## src/rtl/tx_arbiter.sv

```systemverilog
// Round-robin arbiter that shares one tx_module between NUM_REQ byte requesters.
// Each grant latches one byte and the line config, then tracks start, busy and done.
module tx_arbiter #(
  parameter int NUM_REQ          = 2,
  parameter int MAX_UART_DATA_W  = 8,
  parameter int TOTAL_CONF_WIDTH = 5,
  parameter int START_TIMEOUT    = 4096
) (
  input  logic                                 clk_i,
  input  logic                                 rst_i,
  input  logic                                 tx_en_i,
  input  logic [TOTAL_CONF_WIDTH-1:0]          conf_i,
  input  logic [NUM_REQ-1:0]                   req_valid_i,
  input  logic [NUM_REQ*MAX_UART_DATA_W-1:0]   req_data_i,
  output logic [NUM_REQ-1:0]                   req_ready_o,
  output logic                                 tx_start_o,
  output logic [MAX_UART_DATA_W-1:0]           tx_data_o,
  output logic [TOTAL_CONF_WIDTH-1:0]          tx_conf_o,
  input  logic                                 tx_busy_i,
  input  logic                                 tx_done_i,
  output logic [NUM_REQ-1:0]                   grant_o,
  output logic                                 done_o,
  output logic                                 timeout_o
);

  localparam int PTR_W   = $clog2(NUM_REQ);
  localparam int TIMER_W = $clog2(START_TIMEOUT + 1);

  typedef enum logic [1:0] {IDLE, START, BUSY, DONE} state_t;

  state_t                        state_reg, state_next;
  logic [PTR_W-1:0]              ptr_reg, ptr_next;
  logic [TIMER_W-1:0]            timer_reg, timer_next;
  logic                          start_reg, start_next;
  logic [MAX_UART_DATA_W-1:0]    data_reg, data_next;
  logic [TOTAL_CONF_WIDTH-1:0]   conf_reg, conf_next;
  logic [NUM_REQ-1:0]            grant_reg, grant_next;

  logic [MAX_UART_DATA_W-1:0]    req_bytes [NUM_REQ];
  logic [PTR_W-1:0]              cand [NUM_REQ];
  logic [NUM_REQ-1:0]            cand_valid;
  logic                          pick_found;
  logic [PTR_W-1:0]              pick_idx;

  // cand[gi] is the requester at search position gi, i.e. (ptr + 1 + gi) mod NUM_REQ
  for (genvar gi = 0; gi < NUM_REQ; gi++) begin : g_cand
    logic [PTR_W:0] sum;
    assign sum = {1'b0, ptr_reg} + (PTR_W+1)'(gi + 1);
    assign cand[gi] = (sum >= (PTR_W+1)'(NUM_REQ)) ? PTR_W'(sum - (PTR_W+1)'(NUM_REQ))
                                                   : sum[PTR_W-1:0];
    assign cand_valid[gi] = req_valid_i[cand[gi]];
    assign req_bytes[gi]  = req_data_i[gi*MAX_UART_DATA_W +: MAX_UART_DATA_W];
  end

  always_comb begin
    pick_found = 1'b0;
    pick_idx   = ptr_reg;
    for (int k = NUM_REQ - 1; k >= 0; k--) begin
      if (cand_valid[k]) begin
        pick_found = 1'b1;
        pick_idx   = cand[k];
      end
    end
  end

  always_comb begin
    state_next  = state_reg;
    ptr_next    = ptr_reg;
    timer_next  = timer_reg;
    start_next  = start_reg;
    data_next   = data_reg;
    conf_next   = conf_reg;
    grant_next  = grant_reg;
    req_ready_o = '0;
    done_o      = 1'b0;
    timeout_o   = 1'b0;
    case (state_reg)
      IDLE: begin
        if (tx_en_i && pick_found) begin
          req_ready_o = NUM_REQ'(1) << pick_idx;
          data_next   = req_bytes[pick_idx];
          conf_next   = conf_i;
          grant_next  = NUM_REQ'(1) << pick_idx;
          ptr_next    = pick_idx;
          start_next  = 1'b1;
          timer_next  = '0;
          state_next  = START;
        end
      end
      START: begin
        // busy wins over an expiring timer in the same cycle
        if (tx_busy_i) begin
          start_next = 1'b0;
          state_next = BUSY;
        end else if (timer_reg == TIMER_W'(START_TIMEOUT - 1)) begin
          timeout_o  = 1'b1;
          start_next = 1'b0;
          grant_next = '0;
          state_next = IDLE;
        end else begin
          timer_next = timer_reg + 1'b1;
        end
      end
      BUSY: begin
        if (tx_done_i) state_next = DONE;
      end
      DONE: begin
        done_o     = 1'b1;
        grant_next = '0;
        state_next = IDLE;
      end
      default: state_next = IDLE;
    endcase
  end

  always_ff @(posedge clk_i or posedge rst_i) begin
    if (rst_i) begin
      state_reg <= IDLE;
      ptr_reg   <= PTR_W'(NUM_REQ - 1);
      timer_reg <= '0;
      start_reg <= 1'b0;
      data_reg  <= '0;
      conf_reg  <= '0;
      grant_reg <= '0;
    end else begin
      state_reg <= state_next;
      ptr_reg   <= ptr_next;
      timer_reg <= timer_next;
      start_reg <= start_next;
      data_reg  <= data_next;
      conf_reg  <= conf_next;
      grant_reg <= grant_next;
    end
  end

  assign tx_start_o = start_reg;
  assign tx_data_o  = data_reg;
  assign tx_conf_o  = conf_reg;
  assign grant_o    = grant_reg;

endmodule

```

## config.mk

```make
export PLATFORM = sky130hd
export DESIGN_NAME = tx_arbiter
export DESIGN_NICKNAME = d
export VERILOG_FILES = /design/src/rtl/tx_arbiter.sv
export SDC_FILE = /design/constraint.sdc
export NUM_CORES = 1
export LEC_CHECK = 0
export ABC_CLOCK_PERIOD_IN_PS = 2350
export BUFFER_PORTS_ARGS = -buffer_cell sky130_fd_sc_hd__buf_2
export CAP_MARGIN = 25
export CORE_MARGIN = 2
export CORE_UTILIZATION = 50
export DETAILED_ROUTE_END_ITERATION = 7
export GPL_TIMING_DRIVEN = 0
export MAX_ROUTING_LAYER = met4
export PLACE_DENSITY = 0.76
export SYNTH_ARGS = -nofsm -noshare
export SYNTH_HDL_FRONTEND = slang
export SYNTH_SLANG_ARGS = --single-unit
export TNS_END_PERCENT = 5
```

## constraint.sdc

```tcl
create_clock -name clk_i -period 2.35 [get_ports clk_i]
set_clock_uncertainty 0.2 [all_clocks]
set_input_delay 0 -clock clk_i [delete_from_list [all_inputs] [get_ports clk_i]]
set_output_delay 0 -clock clk_i [all_outputs]
set_load 0.01 [all_outputs]
```

==> impl_metrics.ini <==
[logic_synthesis]
synth_top_cell_by_area = dfrtp_1
syn-mean-instance-area_um2 = 9.38
synth_seq_area_share_pct = 49.7
synthTopCellsByArea = dfrtp_1, nand2_1, mux2i_1
synth_compound_area_share_pct = 16.7
synth-simple-area-share_pct = 21.9
syn_area_um2 = 1610
yosysTopAreaCellShare_pct = 48.1
syn_nets = 201
synth_edf_count = 0
synth_xor_area_share_pct = 0
synth_flop_cell = dfrtp_1
muxShareOfSynthArea_pct = 6.90
synth_adder_area_share_pct = 0.775
syn_inst = 172
synth_top_family_by_area = simple AND/OR/NAND/NOR gates
synthArstFlopShare_pct = 100
synth_cell_type_count = 39
ys_seq_elements = 32
yosys_warnings = 0

[grt]
grt_pass1_vias = 1642
gr-total-overflow = 0
grt_pass1_wl_um = 7690
grt_max_degree = 19
antenna_found_initial = 0
grt.total_usage_pct = 29.6

[drt]
wl_per_cell_um = 15.7
drtIter0Drc = 134
vias_per_cell = 5.51
ant_nets = 0
firstDrtPassIters = 5
route.detailed.drc = 0
wl_um = 4670
vias = 1643

[critical_path]
cp_max_fo = 10
path_class = reg -> out
worstPathRequired_ps = 2150
crit_path_end_kind = output pin
critPathLaunchType = flop
worstPathArrival_ps = 2080

[floorplanning]
initial_core_util_pct = 52.9
rows = 20
die_area_um2 = 3700
die_y_um = 60.8
core_area_um2 = 3050
die_width_um = 60.8
pin_count = 48

[timing]
rsz0062_at_grt = true
final-setup-viol-count = 0
max_clock_freq_mhz = 439
setup_ws_ps = 72.1
maxSlewViolCount = 0
worst_pin_slew_ps = 663
finalHoldViolations = 0
hold_ws_ps = 41.1
slew_headroom_pct = 55.8
timing.final.crit_share_pct = 96.9
layout_min_cycle_time_ps = 2280

[cells_and_area]
finalInstanceArea_um2 = 2280
drive_gt1_share_pct = 26.4
fin_nets = 282
areaGrowthSynthToFinish_pct = 41.2
largest_reg_flops = 13
diodes = 0
final_common_cell = buf_2
final_cell_mix = buf_2, nand2_1, dfrtp_1, dlygate4sd3_1, o21ai_0

[clock_network]
cts.sinks = 32
clk_path_buf_depth = 2
numCtsBuffers = 5
root_buffer = clkbuf_4
tritoncts = done
clk_pin_slew_worst_paths_ps = 110
clkLatencyLatePin_ps = 350
cts_setup_buffers = 0
cts_max_level = 2

[hold_path]
hold_path_class = in -> reg

[placed_design]
pre_cts_slack_ps = 11.9
port_buffers = 47
hpwl_um = 2850
gp_congestion = 0.887
postPlaceCellArea_um2 = 1930

[outcome]
status = finished, final reports clean

[power_and_ir_drop]
power.density_nw_per_um2 = 926
vdd.ir_drop.worst_v = 0.000665
power.total_mw = 2.11
p_leak_nw = 1.07

[run]
maxCapViolations = 0
[cell usage after synthesis, types with 2 or more instances]
cell type,count
nor2_1,5
dfrtp_1,31
a21oi_1,3
o211ai_1,2
nor4_1,3
nor2b_1,3
nand3b_1,2
nor3_1,3
and2_1,2
nand2b_1,3
o31ai_1,2
o21ai_0,16
nand2_1,32
or3_1,2
nand3_1,8
inv_1,9
o221ai_1,3
mux2i_1,10
a31oi_1,8
clkbuf_1,6
[worst max-delay path: stages (launching register included)]
cell	delay [ps]
dfrtp_1	500
nand4_4	190
or4_4	580
buf_2	210
nor2b_1	120
buf_2	130
[final timing paths]
kind                         startpoint       endpoint  slack, ps  cells after the start
max                        timer_reg[5]      timeout_o         70                      5
max in group asynchronous         rst_i        ptr_reg       1280                      4
min                             tx_en_i   tx_conf_o[2]         40                      5
min in group asynchronous         rst_i      async pin         70                      3
max reg2reg                timer_reg[5]  timer_reg[11]        180                      5
min reg2reg                tx_conf_o[3]   tx_conf_o[3]        290                      2
[logic make-up after synthesis]
logic type                 after synthesis
DFF                                     32
adders and majority gates                1
and+or+nand+nor                         69
buffers and inverters                   17
muxes                                   11
AOI/OAI and AO/OA                       42
[where the power goes]
| part | internal [mW] | switching [mW] |
|---|---|---|
| clock | 0.146 | 0.203 |
| sequential | 0.741 | 0.156 |
| combinational | 0.364 | 0.500 |
[repair_timing]
action,4_1_cts,5_1_grt
resized for setup,1,8
hold endpoints to repair,54,0
hold buffers,26,0
endpoints found under the setup margin,2,13
[per-layer routing]
layer / wire length [µm] / vias up / global-route usage, %
li1: - / 781 / -
met1: 1930 / 783 / 34.0
met2: 2330 / 66 / 48.1
met3: 302 / 13 / 8.32
met4: 110 / 0 / 13.0
met5: 0 / - / -
[layout make-up]
type                    instances  area, µm²
well taps                      44       55.1
repair buffers                 74        523
plain buffers                   8       33.8
clock inverters                 1       7.51
flip-flops and latches         32        803
clock buffers                   7       55.1
inverters                       9       33.8
fillers                       218        773
multi-input cells             123        768
[per-stage QoR]
stage / util (%) / TNS, ps / std cells
finish: 74.7 / 0 / 298
global route: 74.7 / -5.06 / 298
CTS: 74.0 / 0 / 298
detailed placement: 63.3 / 0 / 264
global placement: 62.4 / 0 / 263
floorplan: - / 0 / 172
Note: power is estimated with default switching activity, not from simulation.
